[src/rtl/fb_write_arbiter.sv]
`default_nettype none
// ============================================================================
// Module   : fb_write_arbiter
// Brief    : Per-frame write-bus arbiter for draw sources; maps accepted pixels
//            to linear addresses in the draw bank of a double-buffered RAM.
// Revision : 1.0 - initial release
// ============================================================================
module fb_write_arbiter #(
    parameter int MAX_WRITE_SOURCE = 1,
    parameter int COLOR_DEPTH      = 9,
    parameter int H_RES            = 640,
    parameter int V_RES            = 480,
    parameter int BANK_ADDR_WIDTH  = 19,
    parameter int TIMEOUT_CYCLES   = 65535
) (
    input  logic                       clk,
    input  logic                       reset,
    input  logic                       frame,
    input  logic                       write_active,
    input  logic                       write_done,
    input  logic [31:0]                write_x_addr,
    input  logic [31:0]                write_y_addr,
    input  logic [COLOR_DEPTH-1:0]     write_color_data,
    input  logic                       write_transparent,
    output logic                       write_awaited,
    output logic [((MAX_WRITE_SOURCE > 0) ? $clog2(MAX_WRITE_SOURCE + 1) : 1)-1:0] write_source_sel,
    output logic                       mem_we,
    output logic [BANK_ADDR_WIDTH:0]   mem_addr,
    output logic [COLOR_DEPTH-1:0]     mem_data,
    output logic                       display_bank,
    output logic                       overrun,
    output logic                       timeout
);

    localparam int SEL_W = (MAX_WRITE_SOURCE > 0) ? $clog2(MAX_WRITE_SOURCE + 1) : 1;
    localparam int CNT_W = (TIMEOUT_CYCLES > 2) ? $clog2(TIMEOUT_CYCLES) : 1;

    localparam logic [31:0]                X_LIM    = 32'(H_RES);
    localparam logic [31:0]                Y_LIM    = 32'(V_RES);
    localparam logic [BANK_ADDR_WIDTH-1:0] H_RES_C  = BANK_ADDR_WIDTH'(H_RES);
    localparam logic [SEL_W-1:0]           SEL_LAST = SEL_W'(MAX_WRITE_SOURCE);
    localparam logic [CNT_W-1:0]           CNT_LAST = CNT_W'(TIMEOUT_CYCLES - 1);

    typedef enum logic [1:0] {
        S_IDLE  = 2'd0,
        S_SERVE = 2'd1,
        S_DONE  = 2'd2
    } state_t;

    state_t                     state_q, state_d;
    logic                       awaited_q, awaited_d;
    logic [SEL_W-1:0]           sel_q, sel_d;
    logic [CNT_W-1:0]           cnt_q, cnt_d;
    logic                       we_q, we_d;
    logic [BANK_ADDR_WIDTH:0]   addr_q, addr_d;
    logic [COLOR_DEPTH-1:0]     data_q, data_d;
    logic                       bank_q, bank_d;
    logic                       overrun_q, overrun_d;
    logic                       timeout_q, timeout_d;

    logic                       w_accept;
    logic                       w_cnt_hit;
    logic                       w_advance;
    logic [BANK_ADDR_WIDTH-1:0] w_lin;

    // Truncating operands to the bank width gives the same low bits as the
    // full-width product, and keeps the constant multiply to one short stage.
    assign w_lin = write_y_addr[BANK_ADDR_WIDTH-1:0] * H_RES_C
                 + write_x_addr[BANK_ADDR_WIDTH-1:0];

    assign w_accept  = awaited_q && write_active && !write_transparent &&
                       (write_x_addr < X_LIM) && (write_y_addr < Y_LIM);
    assign w_cnt_hit = (cnt_q == CNT_LAST);
    assign w_advance = awaited_q && (write_done || w_cnt_hit);

    always_comb begin
        state_d   = state_q;
        sel_d     = sel_q;
        cnt_d     = cnt_q;
        bank_d    = bank_q;
        overrun_d = overrun_q;
        timeout_d = timeout_q;

        case (state_q)
            S_IDLE: begin
                cnt_d = '0;
                if (frame) begin
                    sel_d   = '0;
                    state_d = S_SERVE;
                end
            end
            S_SERVE: begin
                if (frame) begin
                    overrun_d = 1'b1;
                end
                if (w_advance) begin
                    cnt_d = '0;
                    if (w_cnt_hit && !write_done) begin
                        timeout_d = 1'b1;
                    end
                    if (sel_q == SEL_LAST) begin
                        state_d = S_DONE;
                    end else begin
                        sel_d = sel_q + SEL_W'(1);
                    end
                end else begin
                    cnt_d = cnt_q + CNT_W'(1);
                end
            end
            S_DONE: begin
                cnt_d = '0;
                if (frame) begin
                    bank_d  = ~bank_q;
                    sel_d   = '0;
                    state_d = S_SERVE;
                end
            end
            default: begin
                state_d = S_IDLE;
            end
        endcase

        awaited_d = (state_d == S_SERVE);

        we_d   = w_accept;
        addr_d = addr_q;
        data_d = data_q;
        if (w_accept) begin
            addr_d = {~bank_q, w_lin};
            data_d = write_color_data;
        end
    end

    always_ff @(posedge clk or posedge reset) begin
        if (reset) begin
            state_q   <= S_IDLE;
            awaited_q <= 1'b0;
            sel_q     <= '0;
            cnt_q     <= '0;
            we_q      <= 1'b0;
            addr_q    <= '0;
            data_q    <= '0;
            bank_q    <= 1'b0;
            overrun_q <= 1'b0;
            timeout_q <= 1'b0;
        end else begin
            state_q   <= state_d;
            awaited_q <= awaited_d;
            sel_q     <= sel_d;
            cnt_q     <= cnt_d;
            we_q      <= we_d;
            addr_q    <= addr_d;
            data_q    <= data_d;
            bank_q    <= bank_d;
            overrun_q <= overrun_d;
            timeout_q <= timeout_d;
        end
    end

    assign write_awaited    = awaited_q;
    assign write_source_sel = sel_q;
    assign mem_we           = we_q;
    assign mem_addr         = addr_q;
    assign mem_data         = data_q;
    assign display_bank     = bank_q;
    assign overrun          = overrun_q;
    assign timeout          = timeout_q;

endmodule
`default_nettype wire
[config.mk]
export PLATFORM = sky130hd
export DESIGN_NAME = fb_write_arbiter
export DESIGN_NICKNAME = d
export VERILOG_FILES = /design/src/rtl/fb_write_arbiter.sv
export SDC_FILE = /design/constraint.sdc
export NUM_CORES = 1
export LEC_CHECK = 0
export ABC_AREA = 0
export ABC_CLOCK_PERIOD_IN_PS = 5200
export BUFFER_PORTS_ARGS = -buffer_cell sky130_fd_sc_hd__buf_2
export CAP_MARGIN = 20
export CELL_PAD_IN_SITES_DETAIL_PLACEMENT = 0
export CELL_PAD_IN_SITES_GLOBAL_PLACEMENT = 2
export CORE_MARGIN = 8
export CORE_UTILIZATION = 33
export DETAILED_ROUTE_END_ITERATION = 16
export PLACE_DENSITY_LB_ADDON = 0.08
export SYNTH_ARGS = -nofsm -noshare
export SYNTH_HDL_FRONTEND = slang
export SYNTH_SLANG_ARGS = --single-unit
[constraint.sdc]
create_clock -name clk -period 5.2 [get_ports clk]
set_clock_uncertainty 0.2 [all_clocks]
set_input_delay 0.26 -clock clk [delete_from_list [all_inputs] [get_ports clk]]
set_output_delay 0.26 -clock clk [all_outputs]
set_load 0.03 [all_outputs]
==> results.json, run 1 <==
{
  "max_stage_delay_ns": 0.46,
  "period_minus_slack_ns": 3.06,
  "syn_avg_cell_area_um2": 10.2,
  "pwr-share-clk_pct": 20.8,
  "clockBufferDepth": 2,
  "synth_area_um2": 3360,
  "drt_iter0_markers": 121,
  "ys_types": 52,
  "reg2reg_from": "write_awaited",
  "portBuffers": 113,
  "clock_latency_ns": 0.31,
  "p_switching_w": 0.000432,
  "rrSetupSlack_ns": 2.53,
  "syn_inst": 330,
  "io_pins": 114,
  "slowest_stage": "or4_1",
  "rr_worst_depth": 5,
  "cp_data_arrival_time_ns": 3.07,
  "row_count": 37,
  "setup_tns_ns": 0,
  "cts_tree": "built",
  "hold_path_end": "overrun",
  "p_leak_nw": 2.15,
  "hold_viol": 0,
  "slew_headroom_pct": 40.6,
  "path_buf_inv": 1,
  "register_area_um2": 1330,
  "die_area_um2": 13700,
  "synthArstFlopShare_pct": 100,
  "critPathKind": "input port to flip-flop",
  "viasPerCell": 4.92,
  "clock_sinks": 53,
  "cts-resized-gates": 0,
  "multiInputGateArea_um2": 1910,
  "fmax_mhz": 326,
  "ys.flop_type": "dfrtp_1",
  "vias": 2950,
  "peakVddDrop_uv": 160,
  "crit_fanout": 4,
  "setup_viol": 0,
  "globalplace.congestion": 0.748,
  "grtUsageTotal_pct": 13.4,
  "drv_slew": 0,
  "switching_share_pct": 37.4,
  "p_per_area_nw_per_um2": 268,
  "fillers": 1038,
  "ys_warn_count": 0,
  "stdcell_count": 599,
  "hpwl_um": 6840,
  "clk_pin_slew_ns": 0.11,
  "wire_per_inst_um": 14.6,
  "coreArea_um2": 10100,
  "rsz0062_at_grt": "false",
  "ys_seq_elements": 53,
  "cp_data_required_time_ns": 5.21,
  "p_int_w": 0.000724,
  "die_w_um": 117,
  "seq_power_share_pct": 42.3,
  "syn2layout_area_growth_pct": 28.5,
  "cts-root-buf": "clkbuf_8",
  "crit_top_cell": "ha_1",
  "fin_nets": 574,
  "routed_wl_um": 8760,
  "drc": 0,
  "grt_overflow": 0,
  "max_cap_violations": 0,
  "cp-end-kind": "flip-flop",
  "cts_max_level": 2,
  "status": "finished clean",
  "seq_area_frac_synth_pct": 39.5,
  "drive_gt1_share_pct": 33.0,
  "hold_depth": 3,
  "r2r_end": "mem_addr[12]",
  "dp_cells": 574,
  "grt_pass1_wl_um": 14600,
  "tightest_slew_ns": 0.891,
  "combPwrFrac_pct": 36.9,
  "die_y_um": 117,
  "diodes": 0,
  "dr.pass1.iters": 4,
  "final_min_period_over_clock_period_pct": 58.9,
  "worstHoldStart": "frame",
  "grt_pass1_vias": 3077,
  "start_kind": "input port",
  "hp-class": "input port to flip-flop",
  "cts_buffers": 5,
  "cp_cell_sequence": "buf_2 > ha_1 > ha_1 > a21o_1 > a21oi_1 > nor2b_1 > o21a_1 > nor2_1 > xnor2_1 > ha_1 > or4_1 > o21ai_0 > xnor2_1 > mux2_2",
  "synth-edff-count": 0,
  "syn_nets": 442,
  "antenna_found_initial": 0,
  "ant_nets": 0,
  "grt_max_degree": 54,
  "critPathTopFamily": "adder cells",
  "cts_setup_buffers": 0,
  "initial_core_util_pct": 33.3
}
[tightest hold or removal path, stage by stage]
cell and delay [ns]:
buf_2 0.11, inv_1 0.06, o21bai_1 0.08
[final cells by class]
class,instances,share of cell area (%)
Timing Repair Buffer,132,17.4
Clock buffer,5,1.59
Tap cell,136,3.94
Inverter,17,1.48
Multi-Input combinational cell,253,44.3
Clock inverter,3,0.579
Sequential cell,53,30.7
[power groups by stage]
stage / combinational [W] / sequential [W] / clock [W]
after floorplan: 0.000304 / 0.000506 / 0
after global placement: 0.000420 / 0.000497 / 0
after detailed placement: 0.000422 / 0.000497 / 0
after CTS: 0.000435 / 0.000490 / 0.000256
after global routing: 0.000495 / 0.000499 / 0.000269
final: 0.000426 / 0.000488 / 0.000241
[layout by cell type (no fill, tap or decap), types with 3 or more instances in the layout]
cell           Yosys  final
inv_1             17     16
buf_2              0    113
clkbuf_8           0      5
nand2_1           21     21
nand4_1            7      7
nor2_1            16     16
nor2b_1            4      4
or3_1              4      4
a21oi_1           19     18
a31oi_1            7      7
o21a_1             5      5
nor3_1             3      3
xnor2_1           14     14
dlygate4sd3_1      0     17
o21ai_0           20     20
nand2b_1           6      6
and3_1             5      5
dfrtp_1           53     53
a211oi_1           3      3
nor4_1            12     12
mux2i_1            3      3
mux2_2            21     21
ha_1              31     31
a21o_1             3      3
nand3_1           13     13
[through the flow]
| step | setup slack [ns] | area [µm²] | hold WS (ns) | utilization (%) | total power (W) |
|---|---|---|---|---|---|
| floorplan | 2.08 | 3360 | 0.195 | - | 0.000810 |
| global placement | 1.81 | 4060 | 0.249 | 40.2 | 0.000917 |
| detailed placement | 1.80 | 4060 | 0.256 | 40.2 | 0.000919 |
| CTS | 2.14 | 4320 | 0.0216 | 42.8 | 0.00118 |
| global route | 1.94 | 4320 | 0.0246 | 42.8 | 0.00126 |
| finish | 2.14 | 4320 | 0.0277 | 42.8 | 0.00116 |
[flip-flops by register name, summed over array words and instances (netlist names)]
register          count
overrun               1
timeout               1
cnt_q                16
mem_addr             20
mem_we                1
display_bank          1
write_source_sel      1
state_q               2
mem_data              9
write_awaited         1
[metal layers]
metal | part of all wire (%) | up-vias | GRT usage (%)
li1 | - | 1489 | -
met1 | 48 | 1381 | 17.1
met2 | 45 | 71 | 22.3
met3 | 6.6 | 9 | 3.28
met4 | 0.92 | 0 | 3.33
met5 | 0 | - | 0
[kinds of logic after synthesis]
kind of cell | Yosys count | share of synthesized area [%]
flip-flops | 53 | 39.5
buffers and inverters | 24 | 3.69
AND/OR/NAND/NOR | 100 | 16.5
multiplexers | 26 | 8.60
adder cells (fa/ha/maj) | 33 | 12.7
AO/OA/AOI/OAI | 78 | 14.9
XOR/XNOR | 16 | 4.17
[how the worst max path moves through the flow]
stage               slack, ns             from  depth (start not counted)           end
CTS                      2.14  write_y_addr[2]                         14  mem_addr[17]
floorplan                2.08  write_y_addr[2]                         13  mem_addr[17]
global placement         1.81  write_y_addr[2]                         14  mem_addr[17]
global route             1.94  write_y_addr[2]                         15  mem_addr[18]
detailed placement       1.80  write_y_addr[2]                         14  mem_addr[17]
finish                   2.14  write_y_addr[2]                         14  mem_addr[17]
[timing repair]
| item | in CTS | in global routing |
|---|---|---|
| setup endpoints to repair | 0 | 0 |
| endpoints found under the hold margin | 69 | 0 |
| hold buffers | 17 | 0 |
[cell usage after synthesis, types with 4 or more instances]
cell type | count | area, µm²
a21oi_1 | 19 | 95.1
o21a_1 | 5 | 37.5
nand2_1 | 21 | 78.8
o21ai_0 | 20 | 100
nor2_1 | 16 | 60.1
or3_1 | 4 | 25.0
nand3_1 | 13 | 65.1
nand4_1 | 7 | 43.8
buf_6 | 4 | 45.0
mux2_2 | 21 | 236
a31oi_1 | 7 | 43.8
nor2b_1 | 4 | 25.0
ha_1 | 31 | 388
nor4_1 | 12 | 75.1
dfrtp_1 | 53 | 1330
nand2b_1 | 6 | 37.5
xnor2_1 | 14 | 123
inv_1 | 17 | 63.8
and3_1 | 5 | 31.3
(Power assumes the default switching activity.)
==> run 2, diff against run 1 <==
--- a/config.mk
+++ b/config.mk
@@ -5,14 +5,14 @@
 export SDC_FILE = /design/constraint.sdc
 export NUM_CORES = 1
 export LEC_CHECK = 0
-export ABC_AREA = 0
-export ABC_CLOCK_PERIOD_IN_PS = 5200
+export ABC_AREA = 1
+export ABC_CLOCK_PERIOD_IN_PS = 2600
 export BUFFER_PORTS_ARGS = -buffer_cell sky130_fd_sc_hd__buf_2
 export CAP_MARGIN = 20
 export CELL_PAD_IN_SITES_DETAIL_PLACEMENT = 0
 export CELL_PAD_IN_SITES_GLOBAL_PLACEMENT = 2
 export CORE_MARGIN = 8
-export CORE_UTILIZATION = 33
+export CORE_UTILIZATION = 25
 export DETAILED_ROUTE_END_ITERATION = 16
 export PLACE_DENSITY_LB_ADDON = 0.08
 export SYNTH_ARGS = -nofsm -noshare
==> constraint.sdc (replaced) <==
create_clock -name clk -period 2.6 [get_ports clk]
set_clock_uncertainty 0.2 [all_clocks]
set_input_delay 0.13 -clock clk [delete_from_list [all_inputs] [get_ports clk]]
set_output_delay 0.13 -clock clk [all_outputs]
set_load 0.03 [all_outputs]
==> results.json, run 2 <==
{
  "final_min_period_over_clock_period_pct": 96.6,
  "multiInputGateArea_um2": 2430,
  "dr.pass1.iters": 4,
  "fmax_mhz": 398,
  "hp-class": "input port to flip-flop",
  "p_per_area_nw_per_um2": 511,
  "die_y_um": 142,
  "combPwrFrac_pct": 39.2,
  "clock_latency_ns": 0.29,
  "p_switching_w": 0.000991,
  "cp-end-kind": "flip-flop",
  "tightest_slew_ns": 0.704,
  "io_pins": 114,
  "setup_viol": 0,
  "path_buf_inv": 4,
  "drive_gt1_share_pct": 26.7,
  "vias": 3999,
  "final_cell_mix": "nand2_1 (192), buf_2 (111), nor2_1 (75), inv_1 (73), dfrtp_1 (53)",
  "seq_area_frac_synth_pct": 33.5,
  "drc": 0,
  "synthArstFlopShare_pct": 100,
  "die_area_um2": 20100,
  "grtUsageTotal_pct": 12.3,
  "rsz0062_at_grt": "true",
  "synth_largest_area_cell": "dfrtp_1",
  "max_cap_violations": 0,
  "ant_nets": 0,
  "crit_fanout": 4,
  "syn2layout_area_growth_pct": 39.1,
  "wire_per_inst_um": 12.7,
  "syn_nets": 694,
  "synth.area.mux_share_pct": 0,
  "coreArea_um2": 15700,
  "p_int_w": 0.00182,
  "ys_top_cells_by_area": "dfrtp_1 (33%), nand2_1 (19%), ha_1 (9.8%)",
  "initial_core_util_pct": 25.2,
  "cts_max_level": 2,
  "register_area_um2": 1330,
  "drv_slew": 0,
  "yosysMostFrequentCell": "nand2_1",
  "timing.final.ws_setup_ns": 0.0873,
  "whs_ns": 0.0129,
  "portBuffers": 113,
  "synth_top_family_by_area": "simple AND/OR/NAND/NOR gates",
  "grt_pass1_vias": 4015,
  "hpwl_um": 9860,
  "syn_inst": 582,
  "synth_top_area_share_pct": 33.5,
  "critPathKind": "input port to flip-flop",
  "ys_warn_count": 0,
  "cts-root-buf": "clkbuf_16",
  "p_leak_nw": 2.94,
  "routed_wl_um": 12200,
  "synth-edff-count": 0,
  "status": "finished clean",
  "cp_cell_sequence": "buf_8 > ha_4 > ha_4 > inv_2 > fa_2 > inv_2 > nand2_2 > nand2_2 > nand2_2 > nor2_2 > nor2_1 > xnor2_1 > ha_1 > nand2_2 > nor2_2 > nand3_1 > nand3_2 > inv_1 > nand2_1 > nand2_1 > nand2_1 > nand2_1",
  "antenna_found_initial": 0,
  "largest_register_ffs": 20,
  "grt_max_degree": 54,
  "cp_data_required_time_ns": 2.58,
  "synth_area_um2": 3960,
  "ys.flop_type": "dfrtp_1",
  "peakVddDrop_uv": 283,
  "clock_sinks": 53,
  "critPathTopFamily": "adder cells",
  "clockBufferDepth": 2,
  "finalPower_w": 0.00281,
  "synth-simple-area-share_pct": 36.5,
  "fin_util_pct": 35.1,
  "dp_cells": 932,
  "fin_nets": 856,
  "ys_types": 34,
  "slew_headroom_pct": 53.0,
  "fillers": 1731,
  "ys_seq_elements": 53,
  "die_w_um": 142,
  "hold_viol": 0,
  "clk_pin_slew_ns": 0.06,
  "final_common_cell": "nand2_1",
  "seq_power_share_pct": 33.0,
  "cts_buffers": 5,
  "dp_slack_ns": -0.368,
  "grt_overflow": 0,
  "row_count": 46,
  "synth-xor-area-share_pct": 4.86,
  "period_minus_slack_ns": 2.51,
  "yosys-top-cells-count": "nand2_1 (198), nor2_1 (80), inv_1 (76), dfrtp_1 (53), nand3_1 (42)",
  "max_stage_delay_ns": 0.36,
  "syn_avg_cell_area_um2": 6.81,
  "synth_compound_area_share_pct": 5.40,
  "diodes": 0,
  "slowest_stage": "ha_1",
  "viasPerCell": 4.16,
  "drt_iter0_markers": 133,
  "globalplace.congestion": 0.746,
  "stdcell_count": 961,
  "synthAdderAreaFrac_pct": 10.8,
  "pwr-share-clk_pct": 27.8,
  "cp_data_arrival_time_ns": 2.50,
  "start_kind": "input port",
  "switching_share_pct": 35.2,
  "grt_pass1_wl_um": 20100,
  "cts_tree": "built"
}
-- run 2: worst paths after layout --
kind	from	to	slack [ns]	depth (start not counted)
min in group asynchronous	reset	timeout	0.37	4
min reg2reg	overrun	overrun	0.25	1
max in group asynchronous	reset	cnt_q[6]	1.35	4
max reg2reg	write_awaited	mem_addr[17]	0.82	8
min	write_transparent	mem_addr[18]	0.01	5
max	write_y_addr[1]	mem_addr[18]	0.09	22
-- run 2: worst register-to-register path, stage by stage, from the launching register on --
cell and delay, ns:
dfrtp_1 0.46, inv_1 0.11, nor3_2 0.15, nand2_1 0.06, nor2_1 0.13, nand2_2 0.08
buf_4 0.26, a21oi_1 0.17, nor2_1 0.06
-- run 2: cells by family (layout without fill, tap and decap cells) --
| kind of cell | Yosys count | count (layout) |
|---|---|---|
| flip-flops | 53 | 53 |
| buffers and inverters | 87 | 250 |
| XOR/XNOR | 22 | 22 |
| AO/OA/AOI/OAI | 41 | 41 |
| AND/OR/NAND/NOR | 346 | 346 |
| adder cells (fa/ha/maj) | 33 | 33 |
-- run 2: timing repair --
item | 4_1_cts | 5_1_grt
pin swaps | 7 | 18
setup buffers | 0 | 2
hold endpoints to repair | 72 | 0
hold buffers | 19 | 0
resized for setup | 5 | 28
endpoints found under the setup margin | 2 | 6
-- run 2: per-stage QoR --
stage | cell area [µm²] | TNS, ns
6_report | 5510 | 0
5_1_grt | 5510 | -0.104
4_1_cts | 5380 | 0
3_5_place_dp | 4990 | -1.68
3_3_place_gp | 4990 | -1.44
2_1_floorplan | 3990 | -0.00814
-- run 2: layer usage --
layer	wire, µm	track usage (%)	up-vias
li1	-	-	2139
met1	5950	16.4	1779
met2	5650	20.4	76
met3	578	2.86	5
met4	48	1.70	0
met5	0	0	-
-- run 2: power groups by stage --
stage                     Clock (W)  Sequential [W]  Combinational [W]
after floorplan                   0        0.000980           0.000608
after global placement            0        0.000947            0.00102
after detailed placement          0        0.000947            0.00101
after CTS                  0.000818        0.000931            0.00105
after global routing       0.000847        0.000942            0.00126
final                      0.000781        0.000928            0.00110
-- run 2: layout make-up --
type | instances | area share (%)
timing repair buffer | 163 | 18.3
inverter | 79 | 5.41
multi-input combinational | 442 | 44.2
clock buffer | 7 | 2.59
tap | 216 | 4.91
sequential | 53 | 24.1
clock inverter | 1 | 0.545
==> run 3, diff against run 2 <==
--- a/config.mk
+++ b/config.mk
@@ -15,6 +15,8 @@
 export CORE_UTILIZATION = 25
 export DETAILED_ROUTE_END_ITERATION = 16
 export PLACE_DENSITY_LB_ADDON = 0.08
+export RECOVER_POWER = 50
+export SKIP_CTS_REPAIR_TIMING = 1
 export SYNTH_ARGS = -nofsm -noshare
 export SYNTH_HDL_FRONTEND = slang
 export SYNTH_SLANG_ARGS = --single-unit
==> results.json, run 3 (synthesized netlist as in run 2, its figures left out) <==
{
  "row_count": 46,
  "slowest_stage": "ha_1",
  "clock_sinks": 53,
  "p_per_area_nw_per_um2": 513,
  "routed_wl_um": 12200,
  "clockBufferDepth": 2,
  "fmax_mhz": 402,
  "die_area_um2": 20100,
  "portBuffers": 113,
  "syn2layout_area_growth_pct": 38.3,
  "ant_nets": 0,
  "timing.final.ws_setup_ns": 0.110,
  "cp_data_required_time_ns": 2.58,
  "cts_max_level": 2,
  "die_w_um": 142,
  "slew_headroom_pct": 8.47,
  "period_minus_slack_ns": 2.49,
  "drc": 0,
  "rr_worst_depth": 8,
  "crit_fanout": 4,
  "start_kind": "input port",
  "peakVddDrop_uv": 284,
  "final_min_period_over_clock_period_pct": 95.8,
  "cp_cell_sequence": "buf_8 > ha_4 > ha_4 > inv_2 > fa_2 > inv_2 > nand2_2 > nand2_2 > nand2_2 > nor2_2 > nor2_1 > xnor2_1 > ha_1 > nand2_2 > nor2_2 > nand3_1 > nand3_2 > inv_1 > nand2_1 > nand2_1 > nand2_1 > nand2_1",
  "hp-class": "input port to flip-flop",
  "finalInstanceArea_um2": 5480,
  "fin_nets": 856,
  "max_cap_violations": 0,
  "vias": 3985,
  "io_pins": 114,
  "drt_iter0_markers": 126,
  "max_stage_delay_ns": 0.36,
  "final_common_cell": "nand2_1",
  "setup_viol": 0,
  "initial_core_util_pct": 25.2,
  "critPathKind": "input port to flip-flop",
  "finalPower_w": 0.00281,
  "status": "finished clean",
  "cp_data_arrival_time_ns": 2.47,
  "hold_depth": 5,
  "drive_gt1_share_pct": 22.1,
  "dp_slack_ns": -0.368,
  "cp-end-kind": "flip-flop",
  "hpwl_um": 9860,
  "viasPerCell": 4.15,
  "tightest_slew_ns": 1.37,
  "cts-root-buf": "clkbuf_16",
  "dr.pass1.iters": 4,
  "rrSetupSlack_ns": 0.83,
  "diodes": 0,
  "final_cell_mix": "nand2_1 (191), nor2_1 (76), buf_2 (76), inv_1 (73), dfrtp_1 (53)",
  "cts_tree": "built",
  "grtUsageTotal_pct": 12.3,
  "die_y_um": 142,
  "coreArea_um2": 15700,
  "grt_overflow": 0,
  "grt_pass1_wl_um": 20000,
  "cts_buffers": 5,
  "globalplace.congestion": 0.746,
  "dpl_cell_area_um2": 4990,
  "hold_viol": 0,
  "antenna_found_initial": 0,
  "p_leak_nw": 2.80,
  "clock_latency_ns": 0.29,
  "clk_pin_slew_ns": 0.06,
  "grt_pass1_vias": 3959,
  "drv_slew": 0,
  "wire_per_inst_um": 12.7,
  "rsz0062_at_grt": "true",
  "grt_max_degree": 54,
  "largest_register_ffs": 20
}
==> run 3: layout make-up <==
type / instances / area [µm²]
Sequential cell: 53 / 1330
Clock buffer: 7 / 143
Timing Repair Buffer: 163 / 958
Multi-Input combinational cell: 442 / 2450
Clock inverter: 1 / 30.0
Inverter: 79 / 298
Fill cell: 1730 / 10200
Tap cell: 216 / 270
==> run 3: worst max-delay path: cells and delay by family <==
kind | cells | cell delay (ns)
xor gates and xnor gates | 1 | 0.12
and+or+nand+nor | 13 | 0.88
adders and majority gates | 4 | 1.09
buffers and inverters | 4 | 0.24
==> run 3: power by group <==
part | leakage (nW) | switching, W | internal (W)
clock | 0.0841 | 0.000300 | 0.000482
combinational | 1.99 | 0.000645 | 0.000458
sequential | 0.723 | 0.0000518 | 0.000876
total | 2.80 | 0.000997 | 0.00182
==> run 3: per-layer routing <==
layer	wire length, µm	up-vias	GRT usage (%)
met4	48	0	1.70
li1	-	2138	-
met1	6010	1761	16.1
met5	0	-	0
met2	5630	81	20.5
met3	541	5	2.82
==> run 3: worst paths after layout <==
kind	startpoint	end
hold / removal	write_transparent	mem_addr[18]
min in group asynchronous	reset	timeout
setup reg to reg	write_awaited	mem_addr[13]
setup / recovery	write_y_addr[3]	mem_addr[18]
max in group asynchronous	reset	cnt_q[6]
hold reg to reg	overrun	overrun
==> run 3: stage by stage <==
stage               cells  util (%)  hold WS (ns)  TNS (ns)
global placement      932      31.7         0.125     -1.44
CTS                   940      32.8        -0.178    -0.133
finish                961      34.9       0.00980         0
floorplan             582         -        0.0396  -0.00814
detailed placement    932      31.7         0.133     -1.68
global route          961      34.9        0.0446   -0.0564
